===== src/rtl/bin_to_bcd_display.sv =====
// -----------------------------------------------------------------------------
// bin_to_bcd_display
//
// Converts a 32-bit unsigned operand into eight packed BCD digits using the
// shift-and-add-3 (double dabble) algorithm, one bit per clock. It also
// produces a per-digit enable mask for a multiplexed 7-segment display, with
// optional leading-zero suppression.
//
// The conversion takes a fixed 33 edges after the start edge:
//   - 32 SHIFT edges.
//   - 1 LOAD edge that registers the results.
//
// Operands above 99,999,999 do not fit in eight digits. For these, the
// display shows OVF_PATTERN with all digits lit.
//
// Ports
//   clock        system clock, rising-edge active
//   reset        synchronous active-high reset
//   start        conversion request, accepted only while idle
//   binary       unsigned operand, captured with start
//   blank_zeros  leading-zero suppression select, captured with start
//   point_in     per-digit decimal-point request, captured with start
//   value        eight packed BCD digits, digit 0 in bits [3:0]
//   enable       per-digit enable mask
//   point        registered decimal-point mask of the last completion
//   busy         high while a conversion is in flight
//   done         one-cycle pulse when new results appear
//   overflow     last completed operand exceeded 99,999,999
// -----------------------------------------------------------------------------
module bin_to_bcd_display #(
    parameter logic [31:0] OVF_PATTERN = 32'hEEEEEEEE
) (
    input  logic        clock,
    input  logic        reset,
    input  logic        start,
    input  logic [31:0] binary,
    input  logic        blank_zeros,
    input  logic [7:0]  point_in,
    output logic [31:0] value,
    output logic [7:0]  enable,
    output logic [7:0]  point,
    output logic        busy,
    output logic        done,
    output logic        overflow
);

    localparam logic [31:0] MAX_DISPLAY = 32'd99_999_999;

    typedef enum logic [1:0] {
        IDLE  = 2'd0,
        SHIFT = 2'd1,
        LOAD  = 2'd2
    } state_t;

    state_t      state_reg;
    state_t      state_next;

    logic [31:0] operand_reg;
    logic [31:0] acc_reg;
    logic [4:0]  count_reg;
    logic        blank_reg;
    logic [7:0]  pt_latch_reg;
    logic        ovf_latch_reg;

    logic [31:0] value_reg;
    logic [7:0]  enable_reg;
    logic [7:0]  point_reg;
    logic        overflow_reg;
    logic        done_reg;

    logic [31:0] acc_adj;
    logic [31:0] acc_shift;
    logic [7:0]  digit_live;
    logic [7:0]  digit_keep;
    logic [31:0] load_value;
    logic [7:0]  load_enable;

    // Add 3 to every nibble that is 5 or more, so that the following left
    // shift carries correctly into the next decimal digit.
    for (genvar gi = 0; gi < 8; gi++) begin : g_adjust
        assign acc_adj[4*gi +: 4] = (acc_reg[4*gi +: 4] >= 4'd5) ?
                                    acc_reg[4*gi +: 4] + 4'd3 :
                                    acc_reg[4*gi +: 4];
    end

    assign acc_shift = {acc_adj[30:0], operand_reg[31]};

    // A digit stays lit if it holds a nonzero digit or a point request, or if
    // any more significant digit does. The keep signal is computed as a
    // running OR from the top digit downwards.
    for (genvar gi = 0; gi < 8; gi++) begin : g_blank
        assign digit_live[gi] = (acc_reg[4*gi +: 4] != 4'd0) | pt_latch_reg[gi];

        if (gi == 7) begin : g_top
            assign digit_keep[gi] = digit_live[gi];
        end else begin : g_lower
            assign digit_keep[gi] = digit_live[gi] | digit_keep[gi+1];
        end
    end

    always_comb begin
        load_value  = acc_reg;
        load_enable = 8'hFF;

        if (ovf_latch_reg) begin
            load_value  = OVF_PATTERN;
            load_enable = 8'hFF;
        end else if (blank_reg) begin
            // Digit 0 is always lit, so a zero result still shows "0".
            load_enable = {digit_keep[7:1], 1'b1};
        end
    end

    // State register.
    always_ff @(posedge clock) begin
        if (reset) begin
            state_reg <= IDLE;
        end else begin
            state_reg <= state_next;
        end
    end

    // Next-state logic.
    always_comb begin
        state_next = state_reg;

        case (state_reg)
            IDLE:    if (start) state_next = SHIFT;
            SHIFT:   if (count_reg == 5'd31) state_next = LOAD;
            LOAD:    state_next = IDLE;
            default: state_next = IDLE;
        endcase
    end

    // State-decoded outputs.
    always_comb begin
        busy = (state_reg != IDLE);
    end

    // Datapath and result registers.
    always_ff @(posedge clock) begin
        if (reset) begin
            operand_reg   <= 32'h0;
            acc_reg       <= 32'h0;
            count_reg     <= 5'd0;
            blank_reg     <= 1'b0;
            pt_latch_reg  <= 8'h00;
            ovf_latch_reg <= 1'b0;
            value_reg     <= 32'h0;
            enable_reg    <= 8'h01;
            point_reg     <= 8'h00;
            overflow_reg  <= 1'b0;
            done_reg      <= 1'b0;
        end else begin
            done_reg <= 1'b0;

            case (state_reg)
                IDLE: begin
                    if (start) begin
                        operand_reg   <= binary;
                        blank_reg     <= blank_zeros;
                        pt_latch_reg  <= point_in;
                        // The operand is shifted away during conversion, so
                        // the range test is taken from the unshifted value.
                        ovf_latch_reg <= (binary > MAX_DISPLAY);
                        acc_reg       <= 32'h0;
                        count_reg     <= 5'd0;
                    end
                end

                SHIFT: begin
                    acc_reg     <= acc_shift;
                    operand_reg <= operand_reg << 1;
                    count_reg   <= count_reg + 5'd1;
                end

                LOAD: begin
                    value_reg    <= load_value;
                    enable_reg   <= load_enable;
                    point_reg    <= pt_latch_reg;
                    overflow_reg <= ovf_latch_reg;
                    done_reg     <= 1'b1;
                end

                default: ;
            endcase
        end
    end

    assign value    = value_reg;
    assign enable   = enable_reg;
    assign point    = point_reg;
    assign overflow = overflow_reg;
    assign done     = done_reg;

endmodule


===== config.mk =====
export PLATFORM = sky130hd
export DESIGN_NAME = bin_to_bcd_display
export DESIGN_NICKNAME = d
export VERILOG_FILES = /design/src/rtl/bin_to_bcd_display.sv
export SDC_FILE = /design/constraint.sdc
export NUM_CORES = 1
export LEC_CHECK = 0
export ABC_AREA = 0
export CAP_MARGIN = 10
export CORE_MARGIN = 2
export CORE_UTILIZATION = 53
export DETAILED_ROUTE_END_ITERATION = 16
export PLACE_DENSITY = 0.91
export SLEW_MARGIN = 0
export SYNTH_ARGS = -nofsm -noshare
export SYNTH_HDL_FRONTEND = slang
export SYNTH_SLANG_ARGS = --single-unit

===== constraint.sdc =====
create_clock -name clock -period 1.9 [get_ports clock]
set_clock_uncertainty 0.05 [all_clocks]
set_input_delay 0.285 -clock clock [delete_from_list [all_inputs] [get_ports clock]]
set_output_delay 0.285 -clock clock [all_outputs]
set_load 0.01 [all_outputs]

==> parameters.txt <==
Parameter                              Value

CTS
  Inserted Clock Buffers ... 17
  Root Driver ... sky130_fd_sc_hd__clkbuf_8
  H-tree lvl count ... 4
  Number of setup buffers added after CTS ... 0
  Clock-pin transition on the worst setup and hold timing paths ... 60 ps
  Clock latency on the worst-skew pair ... 540 ps
  Deepest clock path buffer count ... 2
  Sinks on Clock Net ... 130
  CTS tree ... yes

Global route
  Number of global-route vias before repair ... 5310
  First-pass GRT wire length ... 24.4 mm
  Grt ovf ... 0
  Total GRT Usage ... 27.1%
  Initial antenna violation count ... 0
  Maximum number of pins on one net before global-route repair ... 72

Logic synthesis
  EDFF count, synth ... 0
  Net count after synthesis ... 728
  Area share of and/or/nand/nor cells after synthesis ... 20.0%
  Yosys Warn Count ... 0
  Number of unique standard cell types used by synthesis ... 48
  Cell types with the largest area share after synthesis ... sky130_fd_sc_hd__dfxtp_1 46%, sky130_fd_sc_hd__a21oi_1 8.9%, sky130_fd_sc_hd__nand2_1 6.3%, sky130_fd_sc_hd__ha_1 5.6%, sky130_fd_sc_hd__a22oi_1 4.0%
  Main synth FF type ... sky130_fd_sc_hd__dfxtp_1
  Async set-reset flop share out of synthesis ... 0%
  Mux share of post-synthesis cell area ... 1.62%
  Number of flip-flops and latches in the synthesized netlist ... 130
  Syn Inst Count ... 659
  Area fraction of the dominant cell type after synthesis ... 46.3%
  Cell with the most instances after synthesis ... sky130_fd_sc_hd__dfxtp_1
  Most instantiated cells after synthesis ... 130 x sky130_fd_sc_hd__dfxtp_1, 100 x sky130_fd_sc_hd__a21oi_1, 94 x sky130_fd_sc_hd__nand2_1
  Post-Syn Area per Cell ... 8.53 sq um
  Fraction of synthesized cell area in xor and xnor cells ... 1.56%
  Cell type with the largest total area after synthesis ... sky130_fd_sc_hd__dfxtp_1
  Post-Synth Adder-Cell Area ... 5.56%
  Combinational family with the most area after synthesis ... simple AND/OR/NAND/NOR gates
  Synth Area in Compound Gates ... 20.0%
  Proportion of synthesized chip area in sequential cells ... 46.3%
  Post-synthesis instance area ... 5620 sq um

Power
  Static leakage ... 2.67 nW
  Power density over the cells ... 859 nW/um^2
  VDD IR-drop max ... 0.536 mV

STA
  Pins Over Slew Limit ... 0
  Setup ws final ... 28.3 ps
  Hold violation count in the final report ... 0
  Setup TNS Final ... 0 ps
  Setup-violating endpoint count in the final report ... 0
  Max_slew headroom ... 49.4%
  Share of the clock period used by the worst path ... 98.5%
  Worst Max-Slew Pin Slew ... 757 ps
  Min cycle time layout ... 1870 ps
  Max frequency ... 534 MHz

Worst setup path
  Beginning of the worst register-to-register path ... acc_reg[13]
  Kind of critical path ... register to primary output
  RR Endpoint ... enable[1]
  Type of element capturing the critical path ... primary output
  FF-to-FF path depth ... 6
  CP max FO ... 6
  Register-to-Register Setup Slack ... 80 ps
  CP startpoint kind ... register
  Data arrival at the endpoint of the critical path ... 1540 ps
  Data required time at the worst endpoint ... 1560 ps

Detailed routing
  Total number of vias ... 5393
  Post-route ant nets ... 0
  DR vias/cell ... 5.97
  Final routed wirelength across all metal layers ... 15.1 mm
  Per-cell routed wire length ... 16.7 microns
  Number of violations reported at the end of detailed-routing iteration 0 ... 356
  Detailed Routing Iterations Pass 1 ... 6
  DRC ... 0

Floorplan
  Die Wd ... 107 microns
  Y dimension of the die ... 107 microns
  Number of rows in the core area ... 37
  IO Count ... 95
  DIE AREA ... 11400 sq um
  Initial cell density of the core ... 54.5%
  Area inside the core boundary ... 10300 sq um

Place
  Routability cong. ... 0.824
  Pre-CTS setup slack ... -13.4 ps
  DP HPWL ... 10.1 mm
  Placed Instance Area ... 6780 sq um
  Cell Count Post-Placement ... 872
  Count of buffers inserted at the top-level ports ... 93

Final layout
  Utilization of the core after routing ... 71.1%
  Final cell count without fillers ... 904
  Final net count ... 824
  Cell area after layout ... 7340 sq um
  Relative area change from synthesis to final layout ... 30.6%
  Diode count ... 0
  Proportion of layout cells with a drive suffix above 1 ... 9.24%

Hold path
  Worst min-delay path category ... primary input to register
  Count of cells along the worst hold path ... 2
  Worst hold path endpoint ... count_reg[0]
  HP Start ... reset

Run status
  Outcome ... finished clean

Run
  Max-cap violation count ... 0
## where the power goes
part	internal [mW]	switching [mW]
registers	2.80	0.0453
clock network	1.79	1.18
logic	0.208	0.287
## final cells by class
class	instances	area, sq um
timing repair buffer	124	1200
clock inverter	9	82.6
sequential	130	2600
tap	136	170
inverter	16	60.1
multi-input combinational	466	2770
fill	710	2980
clock buffer	23	457
## cells in the final DEF, fill, tap and decap left out, drive strengths merged, types with 19 or more instances in the layout
| cell | instances |
|---|---|
| clkdlybuf4s50 | 91 |
| nand3 | 19 |
| nor2 | 32 |
| a22oi | 30 |
| o21ai | 30 |
| dfxtp | 130 |
| ha | 25 |
| nand2 | 94 |
| a21oi | 100 |
| nor3 | 34 |
| buf | 32 |
| clkbuf | 23 |
## worst max path at each step
stage | cells after the start | from | to | slack [ps]
6_report | 3 | state_reg[0] | busy | 30
5_1_grt | 5 | state_reg[1] | operand_reg[2] | -10
4_1_cts | 3 | state_reg[0] | busy | 20
3_5_place_dp | 5 | start | acc_reg[2] | -10
3_3_place_gp | 5 | start | acc_reg[17] | 30
2_1_floorplan | 5 | acc_reg[12] | enable[1] | 270
## timing repair
action / CTS / global route
hold buffers: 0 / 0
hold endpoints to repair: 0 / 0
endpoints found under the setup margin: 1 / 9
resized for setup: 2 / 4
## layer usage
metal | up-vias | GRT usage, % | share of wire [%]
met3 | 66 | 7.05 | 6.3
met5 | - | 0 | 0
met2 | 247 | 46.3 | 50
met1 | 2562 | 29.9 | 39
li1 | 2518 | - | -
met4 | 0 | 17.1 | 4.6
## per-stage QoR
stage / hold slack, ps / power (mW)
floorplan: 371 / 3.15
global placement: 389 / 3.35
detailed placement: 394 / 3.37
CTS: 41.1 / 6.30
global route: 54.6 / 6.49
finish: 52.3 / 6.31
## logic make-up after synthesis
family | after synthesis
AOI/OAI and AO/OA | 190
xor gates and xnor gates | 10
adders and majority gates | 25
buffers and inverters | 63
DFF | 130
muxes | 9
other | 1
and+or+nand+nor | 231
## worst max-delay path, stage by stage, from the launching register on
cell                              delay (ps)
sky130_fd_sc_hd__dfxtp_1                 320
sky130_fd_sc_hd__buf_4                   160
sky130_fd_sc_hd__or2_2                   270
sky130_fd_sc_hd__clkdlybuf4s15_1         250
Power figures use the tool's default switching activity.
